==> src/rtl/plab4_net_ni_adapter.sv <==
// plab4_net_ni_adapter
//   Network interface between one terminal and its ring router.
//   Injection path: terminal requests are stamped {dest, router id, tag,
//   payload} and queued in a 2-entry FIFO towards the ring.
//   Ejection path: ring messages addressed to this router are queued in a
//   2-entry FIFO and presented to the terminal. Misaddressed ones are dropped.
//
// Ports
//   clk, reset (async, active-low)
//   term_req_*  : terminal request in (val/rdy, dest, payload)
//   net_in_*    : message out to the ring injection port (val/rdy, msg)
//   net_out_*   : message in from the ring ejection port (val/rdy, msg)
//   term_resp_* : delivery to the terminal (val/rdy, src, opaque, payload)
//   err_bad_dest, err_misroute : sticky error flags
//   inj_count, ej_count        : saturating message counters
//   net msg layout = {dest, src, opaque, payload}, dest at the MSB

module plab4_net_ni_adapter #(
  parameter int unsigned p_payload_nbits = 32,
  parameter int unsigned p_opaque_nbits  = 3,
  parameter int unsigned p_srcdest_nbits = 3,
  parameter int unsigned p_router_id     = 0,
  parameter int unsigned p_num_routers   = 8
)(
  input  logic                                                  clk,
  input  logic                                                  reset,

  input  logic                                                  term_req_val,
  output logic                                                  term_req_rdy,
  input  logic [p_srcdest_nbits-1:0]                            term_req_dest,
  input  logic [p_payload_nbits-1:0]                            term_req_payload,

  output logic                                                  net_in_val,
  input  logic                                                  net_in_rdy,
  output logic [2*p_srcdest_nbits+p_opaque_nbits+p_payload_nbits-1:0] net_in_msg,

  input  logic                                                  net_out_val,
  output logic                                                  net_out_rdy,
  input  logic [2*p_srcdest_nbits+p_opaque_nbits+p_payload_nbits-1:0] net_out_msg,

  output logic                                                  term_resp_val,
  input  logic                                                  term_resp_rdy,
  output logic [p_srcdest_nbits-1:0]                            term_resp_src,
  output logic [p_opaque_nbits-1:0]                             term_resp_opaque,
  output logic [p_payload_nbits-1:0]                            term_resp_payload,

  output logic                                                  err_bad_dest,
  output logic                                                  err_misroute,
  output logic [15:0]                                           inj_count,
  output logic [15:0]                                           ej_count
);

  localparam int unsigned c_s     = p_srcdest_nbits;
  localparam int unsigned c_o     = p_opaque_nbits;
  localparam int unsigned c_p     = p_payload_nbits;
  localparam int unsigned c_m     = 2*c_s + c_o + c_p;
  localparam int unsigned c_ej_w  = c_s + c_o + c_p;

  localparam logic [c_s-1:0] c_router_id   = c_s'(p_router_id);
  localparam logic [31:0]    c_num_routers = 32'(p_num_routers);

  // Held low through reset and released by the first clock edge afterwards,
  // so both rdy outputs stay low while reset is asserted.
  logic live;

  always_ff @(posedge clk or negedge reset) begin
    if (!reset) live <= 1'b0;
    else        live <= 1'b1;
  end

  // ---------------- injection path ----------------
  logic [c_m-1:0] inj_q [2];
  logic           inj_wp, inj_rp;
  logic [1:0]     inj_cnt;
  logic [c_o-1:0] tag;
  logic           req_fire, dest_ok, inj_enq, inj_deq;

  assign dest_ok      = 32'(term_req_dest) < c_num_routers;
  // A full FIFO still accepts when its head leaves in the same cycle.
  assign term_req_rdy = live & ((inj_cnt != 2'd2) | net_in_rdy);
  assign req_fire     = term_req_val & term_req_rdy;
  assign inj_enq      = req_fire & dest_ok;
  assign net_in_val   = (inj_cnt != 2'd0);
  assign inj_deq      = net_in_val & net_in_rdy;
  assign net_in_msg   = inj_q[inj_rp];

  always_ff @(posedge clk or negedge reset) begin
    if (!reset) begin
      inj_wp       <= 1'b0;
      inj_rp       <= 1'b0;
      inj_cnt      <= '0;
      tag          <= '0;
      err_bad_dest <= 1'b0;
      inj_count    <= '0;
    end else begin
      if (inj_enq) inj_wp <= ~inj_wp;
      if (inj_deq) inj_rp <= ~inj_rp;
      inj_cnt <= inj_cnt + 2'(inj_enq) - 2'(inj_deq);
      // Bad-dest requests are accepted, so they consume a tag too.
      if (req_fire) tag <= tag + 1'b1;
      if (req_fire && !dest_ok) err_bad_dest <= 1'b1;
      if (inj_deq && inj_count != '1) inj_count <= inj_count + 16'd1;
    end
  end

  always_ff @(posedge clk) begin
    if (inj_enq) inj_q[inj_wp] <= {term_req_dest, c_router_id, tag, term_req_payload};
  end

  // ---------------- ejection path ----------------
  logic [c_ej_w-1:0] ej_q [2];
  logic              ej_wp, ej_rp;
  logic [1:0]        ej_cnt;
  logic              for_me, ej_fire, ej_enq, ej_deq;

  assign for_me        = (net_out_msg[c_m-1 -: c_s] == c_router_id);
  // Misaddressed messages are always taken (and dropped), even when full.
  assign net_out_rdy   = live & (~for_me | (ej_cnt != 2'd2) | term_resp_rdy);
  assign ej_fire       = net_out_val & net_out_rdy;
  assign ej_enq        = ej_fire & for_me;
  assign term_resp_val = (ej_cnt != 2'd0);
  assign ej_deq        = term_resp_val & term_resp_rdy;

  assign {term_resp_src, term_resp_opaque, term_resp_payload} = ej_q[ej_rp];

  always_ff @(posedge clk or negedge reset) begin
    if (!reset) begin
      ej_wp        <= 1'b0;
      ej_rp        <= 1'b0;
      ej_cnt       <= '0;
      err_misroute <= 1'b0;
      ej_count     <= '0;
    end else begin
      if (ej_enq) ej_wp <= ~ej_wp;
      if (ej_deq) ej_rp <= ~ej_rp;
      ej_cnt <= ej_cnt + 2'(ej_enq) - 2'(ej_deq);
      if (ej_fire && !for_me) err_misroute <= 1'b1;
      if (ej_deq && ej_count != '1) ej_count <= ej_count + 16'd1;
    end
  end

  always_ff @(posedge clk) begin
    if (ej_enq) ej_q[ej_wp] <= net_out_msg[c_ej_w-1:0];
  end

endmodule

==> config.mk <==
export PLATFORM = sky130hd
export DESIGN_NAME = plab4_net_ni_adapter
export DESIGN_NICKNAME = d
export VERILOG_FILES = /design/src/rtl/plab4_net_ni_adapter.sv
export SDC_FILE = /design/constraint.sdc
export NUM_CORES = 1
export LEC_CHECK = 0
export BUFFER_PORTS_ARGS = -buffer_cell sky130_fd_sc_hd__buf_2
export CORE_AREA = 10 10 159 161
export CTS_CLUSTER_SIZE = 24
export DETAILED_ROUTE_END_ITERATION = 6
export DIE_AREA = 0 0 169 171
export SLEW_MARGIN = 30
export SYNTH_ARGS = -nofsm -noshare
export SYNTH_HDL_FRONTEND = slang
export SYNTH_SLANG_ARGS = --single-unit
export TNS_END_PERCENT = 50
==> constraint.sdc <==
create_clock -name clk -period 6.51 [get_ports clk]
set_input_delay 0.651 -clock clk [delete_from_list [all_inputs] [get_ports clk]]
set_output_delay 0.651 -clock clk [all_outputs]
set_load 0.005 [all_outputs]
# ---- Word level (Yosys, flattened, before mapping)
# Memory sizes are Yosys's and may differ from the RTL's.
# Cells that the tools add are included.
dict set report op_classes {
  n_addsub 7
  eq_ne 4
  n_mux 4
  n_bitwise 15
  n_reduce_logical 7
}
# cell n
set ops {}
lappend ops {{$add 16x1->16 const B} 2}
lappend ops {{$ne 16x16->1 const B} 2}
lappend ops {{$and 1x1->1} 7}
lappend ops {{$not 1->1} 5}
lappend ops {{$add 2x1->2} 2}
lappend ops {{$mux 1} 4}
lappend ops {{$ne 2x2->1 const B} 2}
lappend ops {{$reduce_bool 2->1} 2}
lappend ops {{$sub 2x1->2} 2}
lappend ops {{$add 3x1->3 const B} 1}
lappend ops {{$logic_and 1x1->1} 3}
lappend ops {{$logic_not 3->1} 1}
lappend ops {{$or 1x1->1} 3}
lappend ops {{$logic_not 1->1} 1}
dict set report totals {
  reg_bits 45
  ramBits 152
  input_bits 82
  out_inout_bits 117
  wordCells 50
  memories 2
}
# memory words word_bits rd rd_clocked_by_memory_dff write_ports line_no
set mem_list {}
lappend mem_list {ej_q 2 38 1 0 1 111} ;# logic [c_ej_w-1:0] ej_q [2];
lappend mem_list {inj_q 2 38 1 0 1 72} ;# logic [c_m-1:0] inj_q [2];

# ---- Depth between registers and ports, before layout
# Gate-level depths: netlist (run 1).
dict set report logic_depth {
  depth_word 9
  mapped_depth 8
  depth_no_buf 8
}

# ---- Least setup slack after synthesis (run 1)
# OpenSTA, ideal clock, no wires.
dict set report synth_path {
  kind {input-to-reg}
  startpoint {in net_in_rdy}
  endpoint {mem inj_q[0][0] in the netlist's numbering, enable pin}
  setup_ns 0.433
  arrival_time_ns 2.768
  t_required_ns 6.077
  slack_ns 3.309
  stages 4
  n_path_buf 0
  cell_sequence {nor2_1 a21boi_1 nand2_1 nor2_1}
}
dict set report synth_between {
  elab_chain_len 5
}
# element line_no
set synth_rtl {}
lappend synth_rtl {{start: declaration} 34} ;# input logic net_in_rdy,
lappend synth_rtl {{$or 1x1->1} 80} ;# assign term_req_rdy = live & ((inj_cnt != 2'd2) | net_in_rdy);
lappend synth_rtl {{$and 1x1->1} 80}
lappend synth_rtl {{net term_req_rdy} 29} ;# output logic term_req_rdy,
lappend synth_rtl {{$and 1x1->1} 81} ;# assign req_fire = term_req_val & term_req_rdy;
lappend synth_rtl {{$mux 1} 107} ;# if (inj_enq) inj_q[inj_wp] <= {term_req_dest, c_router_id, tag, term_req_payload};
lappend synth_rtl {{$mux 1 (not written as such)} 107}
lappend synth_rtl {{end: declaration} 72}
# The timed path passes the listed nets, and every way through them passes these cells.

# ---- Worst setup path after layout (run 1)
dict set report layout_path {
  startpoint {reg inj_rp}
  endpoint {out net_in_msg[34]}
}
dict set report layout_between {
  elab_chain_len 1
}
# element line_no
set layout_rtl {}
lappend layout_rtl {{start: declaration} 73} ;# logic inj_wp, inj_rp;
lappend layout_rtl {{start signal: assignment} 97} ;# if (inj_deq) inj_rp <= ~inj_rp;
lappend layout_rtl {{$mem_v2 2x38} --}
lappend layout_rtl {{end: declaration} 35} ;# output logic [2*p_srcdest_nbits+p_opaque_nbits+p_payload_nbits-1:0] net_in_msg,
# Every way passes these cells.

==> results of run 1 <==
stage by stage:
stage          setup WS [ns]  instance area (um^2)  total power, mW  hold slack (ns)
6_report               4.042                  9535            3.478           0.2186
5_1_grt                3.936                  9533            3.674           0.2425
4_1_cts                4.004                  9533            3.543           0.2284
3_5_place_dp           3.990                  8929            2.497           0.4697
3_3_place_gp           3.891                  8871            2.465           0.4634
2_1_floorplan          3.309                  7590            2.123           0.3554
path summary, 6_finish.rpt:
check | to | startpoint | depth (start not counted) | slack, ns
max | net_in_msg[34] | inj_rp | 3 | 4.04
min | ej_count[12] | reset | 1 | 0.22
max reg2reg | inj_q[0][1] | live | 4 | 4.44
min reg2reg | ej_rp | ej_rp | 1 | 0.48
max in group asynchronous | tag[0] | reset | 1 | 5.89
min in group clk | ej_q[1][20] | net_out_msg[20] | 1 | 0.41
worst reg2reg max path, cell delays in order, from the launching register on:
cell      delay, ns
dfrtp_1        0.41
a21boi_1       0.34
nand2_1        0.26
nor2_4         0.51
buf_16         0.25
flip-flops by register name, indices dropped and copies added, names as in the netlist, 2 cells and up:
signal,count
ej_cnt,2
ej_count,16
ej_q,76
inj_cnt,2
inj_count,16
inj_q,76
tag,3
area by class of cell:
type | instances | area share [%]
flip-flops and latches | 197 | 59.68
repair buffers | 198 | 10.94
inverters | 6 | 0.2362
clock buffers | 17 | 4.461
diodes | 1 | 0.02624
clock inverters | 15 | 1.876
multi-input cells | 209 | 19.04
well taps | 285 | 3.740
power breakdown:
part	internal, mW	switching, mW	total [mW]	leakage (nW)
sequential	1.51	0.105	1.62	1.95
clock	0.523	0.514	1.04	0.294
combinational	0.432	0.393	0.825	1.48
cell families (layout without fill, tap and decap cells):
family                   count (synthesis)  in the layout  synth area share (%)
AND/OR/NAND/NOR                         67             67                 4.904
other                                    2              6               0.09910
multiplexers                            80             80                 11.94
AO/OA/AOI/OAI                           15             15                 1.436
XOR/XNOR                                35             35                 4.045
flip-flops                             197            197                 75.09
adder cells (fa/ha/maj)                  7              7                 1.156
buffers and inverters                   20            236                 1.337
layer usage:
layer  wire length [um]  vias up  global-route usage [%]  share of wire (%)
met1               6707     2087                   12.91                 41
li1                   -     2003                       -                  -
met3               1102       12                   4.106                6.7
met4                212        0                   3.752                1.3
met2               8357      123                   18.60                 51
met5                  0        -                       0                  0
layout by cell type, fill, tap and decap left out, types with 3 or more instances in the layout:
cell type	instances
clkinv_8	4
mux2_2	76
ha_1	7
clkinv_4	4
conb_1	5
edfxtp_1	152
inv_8	4
and3_1	3
buf_2	193
dfrtp_1	45
mux2_1	3
xor2_1	6
xnor2_1	29
nor2_1	6
o21a_1	4
nand3_1	15
clkbuf_16	17
nand2b_1	3
inv_1	6
nand4_1	11
nand2_1	12
buf_4	3
==> results.tsv, run 1 <==
metric	value	unit
status	finished clean	
Die H	171	um
via count	4225	
post-synthesis average cell area	17.92	um^2
maxcap violations	0	
ratio of cells with drive above 1 in the final layout	49.53	%
Yosys top cell area share	60.23	%
Worst Path Buf+Inv	2	
Crit Path Class	flop to output port	
Worst EP arrival	1.82	ns
CP Capture Type	output port	
final setup fails	0	
clock transition at the registers of the reported paths	0.07	ns
leak pwr	3.731	nW
CP startpoint kind	flop	
cell area after synthesis	0.007579	mm^2
# port buffers	194	
hold_buf cts	0	
final wirelength	16.38	mm
clock root buffer	clkbuf_16	
Max Fclk	405.2	MHz
register area share after synthesis	75.09	%
WL/cell	17.65	um
VDD IR-drop max	192.2	uV
Slew Viols, Final	0	
Routed Antenna Nets	0	
htree depth	4	
cell count after synthesis	423	
clock sinks	197	
WP data required	5.86	ns
# fillers	2006	
GRT overflow	0	
PwrDens	364.8	mW/mm^2
setup TNS	0	ns
Core Area	0.02223	mm^2
top post-synthesis cells by area	edfxtp_1, dfrtp_1, mux2_2	
largest stage delay on the critical path	0.43	ns
pin count of the biggest net entering global routing	46	
die area	0.02890	mm^2
top cells by count, synth	edfxtp_1, mux2_2, dfrtp_1, xnor2_1, nand3_1	
Worst-Margin Slew	0.9383	ns
Rel. slew slack	37.45	%
global-route usage over all layers	11.11	%
TritonCTS clock tree	done	
final core utilization	42.90	%
placed cell count	895	
Num CTS Buffers	17	
synth-to-layout area growth	25.82	%
worst-case clock buffer depth	2	
Post-CTS Setup Inserts	0	
first-pass GRT wire length	25.02	mm
crit path max fanout	38	
Die W	169	um
largest area contributor in the netlist	edfxtp_1	
initial core utilization	34.10	%
period utilization	37.91	%
RSZ-0062 raised after global routing	false	
Vias/cell	4.553	
Main synth FF type	edfxtp_1	
initial antenna violation count	1	
DPL Wire Length	12.07	mm
synth unique cells	40	
worst-skew pair later-pin latency	0.42	ns
Multi-input gate area	0.001815	mm^2
Hold WC Path Type	input port to async pin	
Clock Skews	0.01160	ns
synthesized flop and latch total	197	
Synthesis Warnings	0	
# rows	55	
ys async rst share	22.84	%
I/O pins	199	
final worst path period need	2.468	ns
cts repair resizes	0	
most frequent cell after synthesis	edfxtp_1	
Seq. cell area	0.005690	mm^2
DRC Markers	0	
number of flops mapped to enable cells by yosys	152	
Largest delay share family, worst path	buffers and inverters	
Final Hold Viols	0	
drt initial violations	196	
slowest CP cell	buf_4	
CP cell instances	buf_4 > mux2_2 > buf_2	
Layout Nets	718	
vias in the first global route	4508	
global placer's final weighted congestion	0.8080	
DRT Pass-1 Iters	4	
Post-Layout Cell Count	928	
No activity file was read; power rests on OpenSTA's default activity.
==> run 2: changes to the inputs <==
--- a/config.mk
+++ b/config.mk
@@ -5,11 +5,12 @@
 export SDC_FILE = /design/constraint.sdc
 export NUM_CORES = 1
 export LEC_CHECK = 0
+export ABC_AREA = 1
 export BUFFER_PORTS_ARGS = -buffer_cell sky130_fd_sc_hd__buf_2
-export CORE_AREA = 10 10 159 161
+export CORE_AREA = 10 10 164 166
 export CTS_CLUSTER_SIZE = 24
 export DETAILED_ROUTE_END_ITERATION = 6
-export DIE_AREA = 0 0 169 171
+export DIE_AREA = 0 0 174 176
 export SLEW_MARGIN = 30
 export SYNTH_ARGS = -nofsm -noshare
 export SYNTH_HDL_FRONTEND = slang
==> constraint.sdc (replaced) <==
create_clock -name clk -period 2.1 [get_ports clk]
set_input_delay 0.21 -clock clk [delete_from_list [all_inputs] [get_ports clk]]
set_output_delay 0.21 -clock clk [all_outputs]
set_load 0.005 [all_outputs]
==> run 2 against run 1 <==
Count of clock-buffer cells in the layout did not move; highest routed layer unchanged; die area rose by 6.0%; synthesized area rose by 7.8%; final area rose by 16%; clock skew rose by 0.0034 ns; sequential power rose to 3.0 times the previous value; sequential share of layout area fell by 8.1 points; via count rose by 29%; critical endpoint is now net_in_msg[24]; cell count rose by 31%.
==> results.tsv, run 2 <==
metric	value	unit
register area share after synthesis	69.63	%
cell count after synthesis	596	
initial core utilization	34.31	%
Core Area	0.02382	mm^2
drt initial violations	263	
DRC Markers	0	
crit path max fanout	39	
top cells by count, synth	edfxtp_1, nand2_1, mux2_2, dfrtp_1, nor2_1	
cts repair resizes	0	
clock root buffer	clkbuf_16	
clock sinks	197	
global-route usage over all layers	12.45	%
Clock Skews	0.01499	ns
leak pwr	4.473	nW
htree depth	4	
Rel. slew slack	60.86	%
Hold Crit Depth	2	
Die W	174	um
final worst slack	0.3230	ns
most frequent cell after synthesis	edfxtp_1	
Hold Slack	0.05911	ns
Worst EP arrival	1.57	ns
largest stage delay on the critical path	0.38	ns
Max Fclk	562.8	MHz
pre-CTS WS	0.2405	ns
Final Hold Viols	0	
cell area after synthesis	0.008173	mm^2
Worst path depth	3	
final worst path period need	1.777	ns
Post-DP Area	0.009658	mm^2
Worst-Margin Slew	0.5871	ns
slowest CP cell	mux2_2	
CP Capture Type	output port	
Slew Viols, Final	0	
Hold WC Path Type	input port to flop	
Final Cell Area	0.01104	mm^2
Die H	176	um
PwrDens	1026	mW/mm^2
worst r2r path cells	9	
Routed Antenna Nets	0	
status	finished clean	
most common cell after layout, fill and taps aside	buf_2	
worst-skew pair later-pin latency	0.43	ns
Layout Nets	971	
die area	0.03062	mm^2
Num CTS Buffers	17	
vias in the first global route	5777	
clock transition at the registers of the reported paths	0.07	ns
Crit Path Class	flop to output port	
number of flops mapped to enable cells by yosys	152	
Post-Layout Cell Count	1219	
WP data required	1.89	ns
DRT Pass-1 Iters	4	
maxcap violations	0	
most frequent cells in the layout	buf_2, edfxtp_1, nand2_1, mux2_2, dlygate4sd3_1	
Main synth FF type	edfxtp_1	
largest area contributor in the netlist	edfxtp_1	
period utilization	84.62	%
metal3 WL	869	um
synth unique cells	29	
first-pass GRT wire length	30.67	mm
WL/cell	15.49	um
Vias/cell	4.468	
Worst Path Buf+Inv	2	
setup TNS	0	ns
I/O pins	199	
TritonCTS clock tree	done	
DR WL met2	9.559	mm
final wirelength	18.88	mm
diode count	0	
# fillers	2160	
placed cell count	1113	
final setup fails	0	
synthesized flop and latch total	197	
Yosys top cell area share	55.85	%
# rows	57	
via count	5446	
synth-to-layout area growth	35.10	%
initial antenna violation count	0	
# port buffers	194	
top post-synthesis cells by area	edfxtp_1, dfrtp_1, mux2_2	
ys async rst share	22.84	%
pin count of the biggest net entering global routing	40	
GRT overflow	0	
Max Used Layer	met4	
Synthesis Warnings	0	
RSZ-0062 raised after global routing	false	
worst-case clock buffer depth	2	
VDD IR-drop max	601.4	uV
post-synthesis average cell area	13.71	um^2
CP cell instances	buf_12 > mux2_2 > buf_2	
CP startpoint kind	flop	
global placer's final weighted congestion	0.7650	
ratio of cells with drive above 1 in the final layout	37.54	%
met1 WL	8.219	mm
biggest regs	ej_q (76), inj_q (76)	
DPL Wire Length	13.04	mm
Largest delay share family, worst path	buffers and inverters	
[run 2: cell count changes after synthesis, moves of 4 or more]
cell / change
and3_1: -5
buf_2: +4
inv_1: +28
nand2_1: +119
nand2_2: +4
nand3_1: +17
nor2_1: +30
o21a_1: -4
o21ai_0: +7
xnor2_1: -15
xor2_1: +4
[run 2: metal layers]
layer	up-vias	GRT usage [%]
met1	2639	14.90
li1	2648	-
met4	0	3.384
met2	145	21.60
met5	-	0
met3	14	3.524
[run 2: where the power goes]
group          total (mW)  internal, mW  switching, mW
clock network        3.40          1.77           1.63
registers            4.93          4.65          0.281
logic                3.00          1.49           1.50
[run 2: path summary, 6_finish.rpt]
path / start / end / slack (ns)
max reg2reg: ej_cnt[1] / ej_cnt[1] / 0.45
max in group asynchronous: reset / ej_count[3] / 1.23
max: inj_rp / net_in_msg[24] / 0.32
min in group asynchronous: reset / tag[0] / 0.33
min reg2reg: err_misroute / err_misroute / 0.47
min: net_out_val / err_misroute / 0.06
[run 2: stage by stage]
stage | total power, mW | utilization, %
after floorplan | 6.732 | -
after global placement | 7.938 | 40.55
after detailed placement | 7.971 | 40.55
after CTS | 11.54 | 46.35
after global routing | 12.02 | 46.35
final | 11.33 | 46.35
[run 2: repair_timing]
action / CTS / global route
endpoints found under the hold margin: 167 / 0
setup buffers: 0 / 0
hold buffers: 74 / 0
[run 2: cell families after synthesis]
group                      share of synthesized area [%]
DFF                                                69.63
buffers and inverters                              3.154
other                                            0.09189
and+or+nand+nor                                    11.68
muxes                                              10.47
AOI/OAI and AO/OA                                  1.332
xor gates and xnor gates                           2.572
adders and majority gates                          1.072
[run 2: layout make-up]
type,instances,area [um^2],area share [%]
multi-input combinational,348,2266,20.52
timing repair buffer,281,1897,17.18
inverter,37,140.1,1.269
tap,324,405.4,3.671
clock inverter,15,217.7,1.972
clock buffer,17,425.4,3.853
sequential,197,5690,51.54
==> run 3: changes to the inputs <==
==> constraint.sdc (replaced) <==
create_clock -name clk -period 1.55 [get_ports clk]
set_input_delay 0.155 -clock clk [delete_from_list [all_inputs] [get_ports clk]]
set_output_delay 0.155 -clock clk [all_outputs]
set_load 0.005 [all_outputs]
==> run 3 against run 2 <==
The run now ends with negative setup slack left; die area did not move; first-iteration DRC count fell by 7.2%; setup slack got worse by 0.53 ns; register-to-register slack got worse by 0.53 ns; clock skew rose by 0.0078 ns; hold slack got worse by 0.033 ns; critical path depth did not move; non-clock buffer count rose by 49; sequential cell count did not move; utilization rose by 5.0 points; largest cell class unchanged.
==> results.tsv, run 3 (synthesis results as in run 2) <==
metric	value	unit
status	complete, but fails checks	
failing checks	negative setup slack	
worst-skew pair later-pin latency	0.43	ns
htree depth	4	
Seq. cell area	0.005700	mm^2
slowest CP cell	dfrtp_2	
pin count of the biggest net entering global routing	46	
most frequent cells in the layout	edfxtp_1, buf_2, nand2_1, dlygate4sd3_1, buf_6	
CP startpoint kind	flop	
Worst R2R Setup Slack	-0.08	ns
total power	17.21	mW
Multi-input gate area	0.002511	mm^2
I/O pins	199	
most common cell after layout, fill and taps aside	edfxtp_1	
clock root buffer	clkbuf_16	
ratio of cells with drive above 1 in the final layout	43.49	%
Clock Skews	0.02275	ns
TritonCTS clock tree	done	
Post-DP Area	0.009923	mm^2
CP cell instances	buf_12 > mux2_2 > buf_2	
DPL Wire Length	13.54	mm
Die W	174	um
Layout Nets	1021	
# port buffers	194	
final worst path period need	1.757	ns
die area	0.03062	mm^2
leak pwr	5.063	nW
Die H	176	um
WP data required	1.39	ns
initial antenna violation count	1	
DRC Markers	0	
CP Capture Type	output port	
Final Hold Viols	0	
final wirelength	21.28	mm
Crit Path Class	flop to output port	
first-pass GRT wire length	32.35	mm
PwrDens	1407	mW/mm^2
Num CTS Buffers	17	
maxcap violations	0	
Largest delay share family, worst path	flip-flops	
Worst Path Buf+Inv	2	
Worst EP arrival	1.60	ns
WL/cell	16.74	um
DRT Pass-1 Iters	5	
biggest regs	ej_q (76), inj_q (76)	
initial core utilization	34.31	%
global placer's final weighted congestion	0.7700	
period utilization	113.4	%
Hold WC Path Type	input port to flop	
clock sinks	197	
Slew Viols, Final	0	
Vias/cell	4.474	
Hold Slack	0.02583	ns
synth-to-layout area growth	49.60	%
final worst slack	-0.2070	ns
# fillers	2045	
vias in the first global route	5777	
VDD IR-drop max	780.9	uV
via count	5686	
worst-case clock buffer depth	2	
final setup fails	126	
drt initial violations	244	
global-route usage over all layers	13.08	%
Routed Antenna Nets	0	
Max Fclk	569.2	MHz
clock transition at the registers of the reported paths	0.07	ns
largest stage delay on the critical path	0.47	ns
crit path max fanout	19	
RSZ-0062 raised after global routing	true	
Core Area	0.02382	mm^2
Final Cell Area	0.01223	mm^2
# rows	57	
GRT overflow	0	
run 3: changes by cell type in the layout (fill, tap and decap cells not counted), moves of 26 or more:
| cell | previous run | this run |
|---|---|---|
| mux2_4 | 0 | 36 |
| buf_4 | 6 | 32 |
| buf_6 | 0 | 47 |
| mux2_2 | 76 | 40 |
| buf_2 | 194 | 150 |
run 3: final timing paths:
| path | startpoint | to | depth (start not counted) |
|---|---|---|---|
| min in group asynchronous | reset | inj_count[14] | 3 |
| setup reg to reg | ej_cnt[1] | ej_cnt[1] | 9 |
| hold reg to reg | err_misroute | err_misroute | 1 |
| max in group asynchronous | reset | ej_rp | 3 |
| setup / recovery | inj_rp | net_in_msg[19] | 3 |
| hold / removal | term_req_val | tag[1] | 3 |
run 3: cell type report:
| type | instances | share of cell area, % |
|---|---|---|
| Antenna cell | 2 | 0.04093 |
| Clock buffer | 17 | 3.479 |
| Clock inverter | 15 | 1.699 |
| Tap cell | 324 | 3.316 |
| Inverter | 37 | 1.167 |
| Multi-Input combinational cell | 349 | 20.54 |
| Sequential cell | 197 | 46.62 |
| Timing Repair Buffer | 330 | 23.14 |
run 3: what timing repair did:
item / CTS / global route
gates resized for setup: 22 / 95
endpoints found under the hold margin: 192 / 0
hold buffers: 75 / 0
pin swaps: 0 / 21
cloned: 1 / 12
endpoints found under the setup margin: 78 / 217
setup buffers: 1 / 8
run 3: stage by stage:
step	setup WS, ns	setup TNS (ns)	utilization, %	instances
6_report	-0.2070	-12.74	51.33	1271
5_1_grt	-0.2786	-22.10	51.32	1270
4_1_cts	-0.2417	-15.19	48.03	1249
3_5_place_dp	-0.1969	-8.286	41.66	1140
3_3_place_gp	-0.1597	-7.712	41.66	1140
2_1_floorplan	-0.3111	-33.86	-	599
run 3: layer usage:
| layer | vias to the layer above | wire length, um | global-route usage, % |
|---|---|---|---|
| li1 | 2751 | - | - |
| met1 | 2775 | 9408 | 16.67 |
| met2 | 145 | 10660 | 21.54 |
| met3 | 15 | 990 | 3.375 |
| met4 | 0 | 214 | 3.954 |
| met5 | - | 0 | 0 |
run 3: where the power goes:
group / switching, mW / total, mW / leakage, nW / internal, mW
clock network: 2.28 / 4.67 / 0.310 / 2.39
registers: 0.392 / 6.71 / 1.95 / 6.31
logic: 2.52 / 5.83 / 2.81 / 3.31
run 3: worst reg2reg max path, stage by stage, from the launching register on:
cell     delay (ns)
dfrtp_1        0.39
inv_2          0.06
nor2_1         0.04
nand2_1        0.08
nand4_1        0.14
ha_1           0.33
inv_2          0.04
ha_4           0.15
xnor2_2        0.13
xor2_1         0.16
